File: src/rtl/i2s_rx_deserializer.sv
// I2S receiver: oversampled bit capture, frame alignment, stereo word output.
// Define I2S_RX_ERR_CNT_EN to build the saturating frame error counter.
module i2s_rx_deserializer #(
  parameter int SAMPLE_WIDTH = 16,
  parameter int SYNC_STAGES  = 2
) (
  input  logic                    input_clk,
  input  logic                    reset,
  input  logic                    serial_clk_in,
  input  logic                    word_select_in,
  input  logic                    sound_bit_in,
  output logic [SAMPLE_WIDTH-1:0] left_sample,
  output logic [SAMPLE_WIDTH-1:0] right_sample,
  output logic                    sample_valid,
  output logic                    frame_err,
  output logic                    locked,
  output logic [7:0]              err_count
);

  localparam int CW = $clog2(SAMPLE_WIDTH + 2);
  localparam logic [CW-1:0] CNT_WORD = CW'(SAMPLE_WIDTH);
  localparam logic [CW-1:0] CNT_MAX  = CW'(SAMPLE_WIDTH + 1);

  typedef enum logic [1:0] {
    SYNC,
    LEFT,
    RIGHT
  } state_t;

  logic [SYNC_STAGES-1:0]  sclk_sync_q;
  logic [SYNC_STAGES-1:0]  ws_sync_q;
  logic [SYNC_STAGES-1:0]  sd_sync_q;
  logic                    sclk_dly_q;

  state_t                  state_q, state_d;
  logic [SAMPLE_WIDTH-2:0] shift_q, shift_d;
  logic [CW-1:0]           bit_cnt_q, bit_cnt_d;
  logic                    ws_last_q, ws_last_d;
  logic [SAMPLE_WIDTH-1:0] left_hold_q, left_hold_d;
  logic [SAMPLE_WIDTH-1:0] left_q, left_d;
  logic [SAMPLE_WIDTH-1:0] right_q, right_d;
  logic                    valid_q, valid_d;
  logic                    err_q, err_d;

  logic                    sclk_s, ws_s, sd_s;
  logic                    sclk_rise, boundary;
  logic                    word_ok, overrun;
  logic [CW-1:0]           cnt_inc;
  logic [SAMPLE_WIDTH-1:0] word;

  assign sclk_s    = sclk_sync_q[SYNC_STAGES-1];
  assign ws_s      = ws_sync_q[SYNC_STAGES-1];
  assign sd_s      = sd_sync_q[SYNC_STAGES-1];
  assign sclk_rise = sclk_s & ~sclk_dly_q;
  assign boundary  = sclk_rise & (ws_s ^ ws_last_q);
  assign cnt_inc   = (bit_cnt_q == CNT_MAX) ? CNT_MAX
                                            : bit_cnt_q + 1'b1;
  assign word      = {shift_q, sd_s};
  assign word_ok   = (cnt_inc == CNT_WORD);
  assign overrun   = ~boundary & (cnt_inc == CNT_MAX);

  always_comb begin
    state_d     = state_q;
    shift_d     = shift_q;
    bit_cnt_d   = bit_cnt_q;
    ws_last_d   = ws_last_q;
    left_hold_d = left_hold_q;
    left_d      = left_q;
    right_d     = right_q;
    valid_d     = 1'b0;
    err_d       = 1'b0;
    if (sclk_rise) begin
      shift_d   = word[SAMPLE_WIDTH-2:0];
      ws_last_d = ws_s;
      bit_cnt_d = boundary ? '0 : cnt_inc;
      case (state_q)
        SYNC: begin
          if (boundary && ws_last_q) state_d = LEFT;
        end
        LEFT: begin
          if (boundary && word_ok) begin
            left_hold_d = word;
            state_d     = RIGHT;
          end else if (boundary || overrun) begin
            err_d   = 1'b1;
            state_d = SYNC;
          end
        end
        RIGHT: begin
          if (boundary && word_ok) begin
            left_d  = left_hold_q;
            right_d = word;
            valid_d = 1'b1;
            state_d = LEFT;
          end else if (boundary || overrun) begin
            err_d   = 1'b1;
            state_d = SYNC;
          end
        end
        default: state_d = SYNC;
      endcase
    end
  end

  always_ff @(posedge input_clk) begin
    if (!reset) begin
      sclk_sync_q <= '0;
      ws_sync_q   <= '0;
      sd_sync_q   <= '0;
      sclk_dly_q  <= 1'b0;
      state_q     <= SYNC;
      shift_q     <= '0;
      bit_cnt_q   <= '0;
      ws_last_q   <= 1'b0;
      left_hold_q <= '0;
      left_q      <= '0;
      right_q     <= '0;
      valid_q     <= 1'b0;
      err_q       <= 1'b0;
    end else begin
      sclk_sync_q <= {sclk_sync_q[SYNC_STAGES-2:0], serial_clk_in};
      ws_sync_q   <= {ws_sync_q[SYNC_STAGES-2:0], word_select_in};
      sd_sync_q   <= {sd_sync_q[SYNC_STAGES-2:0], sound_bit_in};
      sclk_dly_q  <= sclk_s;
      state_q     <= state_d;
      shift_q     <= shift_d;
      bit_cnt_q   <= bit_cnt_d;
      ws_last_q   <= ws_last_d;
      left_hold_q <= left_hold_d;
      left_q      <= left_d;
      right_q     <= right_d;
      valid_q     <= valid_d;
      err_q       <= err_d;
    end
  end

`ifdef I2S_RX_ERR_CNT_EN
  logic [7:0] err_cnt_q, err_cnt_d;

  always_comb begin
    err_cnt_d = err_cnt_q;
    if (err_d && (err_cnt_q != 8'hFF)) err_cnt_d = err_cnt_q + 8'd1;
  end

  always_ff @(posedge input_clk) begin
    if (!reset) err_cnt_q <= '0;
    else        err_cnt_q <= err_cnt_d;
  end

  assign err_count = err_cnt_q;
`else
  assign err_count = 8'd0;
`endif

  assign left_sample  = left_q;
  assign right_sample = right_q;
  assign sample_valid = valid_q;
  assign frame_err    = err_q;
  assign locked       = (state_q != SYNC);

endmodule

File: config.mk
export PLATFORM = sky130hd
export DESIGN_NAME = i2s_rx_deserializer
export DESIGN_NICKNAME = d
export VERILOG_FILES = /design/src/rtl/i2s_rx_deserializer.sv
export SDC_FILE = /design/constraint.sdc
export NUM_CORES = 1
export LEC_CHECK = 0
export BUFFER_PORTS_ARGS = -buffer_cell sky130_fd_sc_hd__buf_4
export CAP_MARGIN = 30
export CORE_ASPECT_RATIO = 1.5
export CORE_UTILIZATION = 38
export DETAILED_ROUTE_END_ITERATION = 10
export GPL_TIMING_DRIVEN = 0
export SLEW_MARGIN = 20
export SYNTH_ARGS = -nofsm -noshare
export SYNTH_HDL_FRONTEND = slang
export SYNTH_SLANG_ARGS = --single-unit
File: constraint.sdc
create_clock -name input_clk -period 2.52 [get_ports input_clk]
set_clock_uncertainty 0.05 [all_clocks]
set_input_delay 0.252 -clock input_clk [delete_from_list [all_inputs] [get_ports input_clk]]
set_output_delay 0.252 -clock input_clk [all_outputs]
set_load 0.1 [all_outputs]
==> impl_results.md <==
* Final Max Slew Viols at 0
* Antenna Violating Nets Remaining at 0
* Worst VDD drop at 0.350 mV
* Post-Route WL at 7.11 mm
* Port Buffers at 39
* Total clock sinks at 80
* CP endpoint kind: register
* CTS tree: done
* Primary FF master, synth: dfxtp_1
* DP Wirelength at 5.15 mm
* Number of enable flip-flop cells after synthesis at 0
* Slew headroom at 65.7%
* Async SR Flop Fraction at 0%
* Total CTS buffers at 9
* First-pass GRT wire length at 11.7 mm
* Top sig layer: met4
* IO Count at 48
* Fin. Hold Viols at 0
* Clock latency at the later pin of the worst-skew pair at 0.34 ns
* Register area share after synthesis at 46.2%
* Actual slew at the worst max-slew pin at 0.514 ns
* PD cells at 661 nW/um2
* Most common cell after layout, fill and taps aside: nand2_1
* Die ar. at 9520 um2
* Layout area overhead at 22.6%
* Critical Path Most Common Cell: buf_4
* Height of the die at 119 um
* Initial Util at 39.3%
* Routability cong. at 0.842
* DR WL/cell at 13.1 um
* Mapped cell area at 3470 um2
* Vias in the first global route at 2432
* Ant. Diodes at 0
* WL met3 at 289 um
* Power Total at 0.00281 W
* Syn avg cell area at 9.35 um2
* Crit-path slowest cell: dfxtp_2
* Total GRT Usage at 16.5%
* Synth Instances at 371
* P_leak at 1.67 nW
* DRC viols at 0
* Core area at 8830 um2
* Count of cell types in the netlist at 41
* Tcrit/Tclk final at 93.7%
* RSZ-0062 raised after global routing: no
* Met1 wire length at 2.98 mm
* Commonest non-fill, non-tap cells in the layout: nand2_1, dfxtp_1, buf_4, a21boi_2, a21boi_0
* Setup CP Type: register to register
* Std cell rows at 42
* Die width at 80.0 um
* Final setup viols at 0
* Drt first pass iters at 4
* Clock Tree Root: clkbuf_16
* Setup_tns at 0 ns
* Worst Hold Class: input port to register
* Status: finished, final reports clean
* Clk pin slew, worst setup/hold paths at 0.06 ns
* Pin count of the biggest net entering global routing at 14
* Nets at 438
* CP Max Fanout at 10
* Yosys Warn Count at 0
* Req. time, crit path at 2.70 ns
* Worst-path cell chain: ha_1, and3b_1, mux2_2, o2111ai_1, buf_4, buf_4, mux2i_1, nor2b_1
* Period minus WS final at 2.36 ns
* DRT iter0 DRCs at 126
* CP Launch Type: register
* CP max stage delay at 0.41 ns
* CTS Buffer Depth at 2
* Via count at 2572
* Max cap viols at 0
* Hold Slack at 0.0657 ns
* CP arrival at 2.54 ns
* Initial antenna violation count at 0
* H-tree depth at 3
* Achievable frequency at 423 MHz
* Vias/cell at 4.75
* Metal2 WL at 3.62 mm
* Global route overflow at 0
* Layout cells sized above 1 at 25.2%
* Post-synthesis register bit count at 80
## state kept, by name, summed over array words and instances, names as in the netlist
register / count
bit_cnt_q: 5
frame_err: 1
left_hold_q: 16
left_sample: 16
right_sample: 16
sample_valid: 1
sclk_dly_q: 1
sclk_sync_q: 2
sd_sync_q: 2
shift_q: 15
state_q: 2
ws_last_q: 1
ws_sync_q: 2
## cell type report
class | instances | area (um2)
Fill cell | 879 | 4570
Multi-Input combinational cell | 262 | 1690
Clock inverter | 5 | 80.1
Buffer | 29 | 185
Sequential cell | 80 | 1600
Inverter | 6 | 22.5
Tap cell | 110 | 138
Clock buffer | 11 | 243
Timing Repair Buffer | 39 | 293
## logic make-up after synthesis
family | count (synthesis) | synth area share, %
other | 1 | 0.108
adder cells (fa/ha/maj) | 6 | 2.16
multiplexers | 18 | 5.23
XOR/XNOR | 3 | 0.757
AND/OR/NAND/NOR | 156 | 21.0
AO/OA/AOI/OAI | 71 | 18.5
buffers and inverters | 36 | 6.06
flip-flops | 80 | 46.2
## synth_stat cells (all sizes together), types with 4 or more instances
| cell | instances | area, um2 |
|---|---|---|
| nand2 | 107 | 402 |
| nor2b | 20 | 125 |
| ha | 6 | 75.1 |
| a21oi | 7 | 35.0 |
| mux2i | 17 | 170 |
| nand3 | 4 | 25.0 |
| a21boi | 50 | 484 |
| clkbuf | 14 | 52.6 |
| and2 | 8 | 50.1 |
| dfxtp | 80 | 1600 |
| nor2 | 4 | 15.0 |
| inv | 6 | 22.5 |
| buf | 16 | 135 |
## final timing paths
| check | from | endpoint | slack (ns) | depth (start not counted) |
|---|---|---|---|---|
| setup reg to reg | bit_cnt_q[0] | left_hold_q[11] | 0.16 | 8 |
| setup / recovery | bit_cnt_q[0] | left_hold_q[11] | 0.16 | 8 |
| hold reg to reg | ws_sync_q[0] | ws_sync_q[1] | 0.38 | 1 |
| hold / removal | word_select_in | ws_sync_q[0] | 0.07 | 2 |
## critical path: cells and delay by family (launching register included)
family,cells,cell delay (ns)
compound gates,1,0.23
fa+ha+maj,1,0.24
buf+inv,2,0.50
flops,1,0.41
mux,2,0.54
simple gates,2,0.27
## timing repair
action / 4_1_cts / 5_1_grt
pin swaps: 0 / 0
buffers inserted: 0 / 0
setup endpoints to repair: 10 / 12
hold buffers: 0 / 0
resized for setup: 1 / 2
## report_power, final
group / internal [W] / switching, W
logic: 0.0000427 / 0.0000921
clock network: 0.000892 / 0.000507
registers: 0.00127 / 0.00000491
total: 0.00221 / 0.000604
## through the flow
stage	instances	utilization [%]	area [um2]	setup WS, ns
2_1_floorplan	378	-	3500	0.405
3_3_place_gp	527	44.5	3930	-0.0379
3_5_place_dp	527	44.5	3930	-0.0466
4_1_cts	543	48.1	4250	0.0651
5_1_grt	542	48.2	4250	0.0757
6_report	542	48.2	4250	0.158
## routing by layer
metal / vias up / GRT usage (%)
met5: - / 0
met4: 0 / 9.38
met3: 17 / 4.90
met2: 47 / 27.5
met1: 1185 / 18.2
li1: 1323 / -
Power figures use the tool's default switching activity.
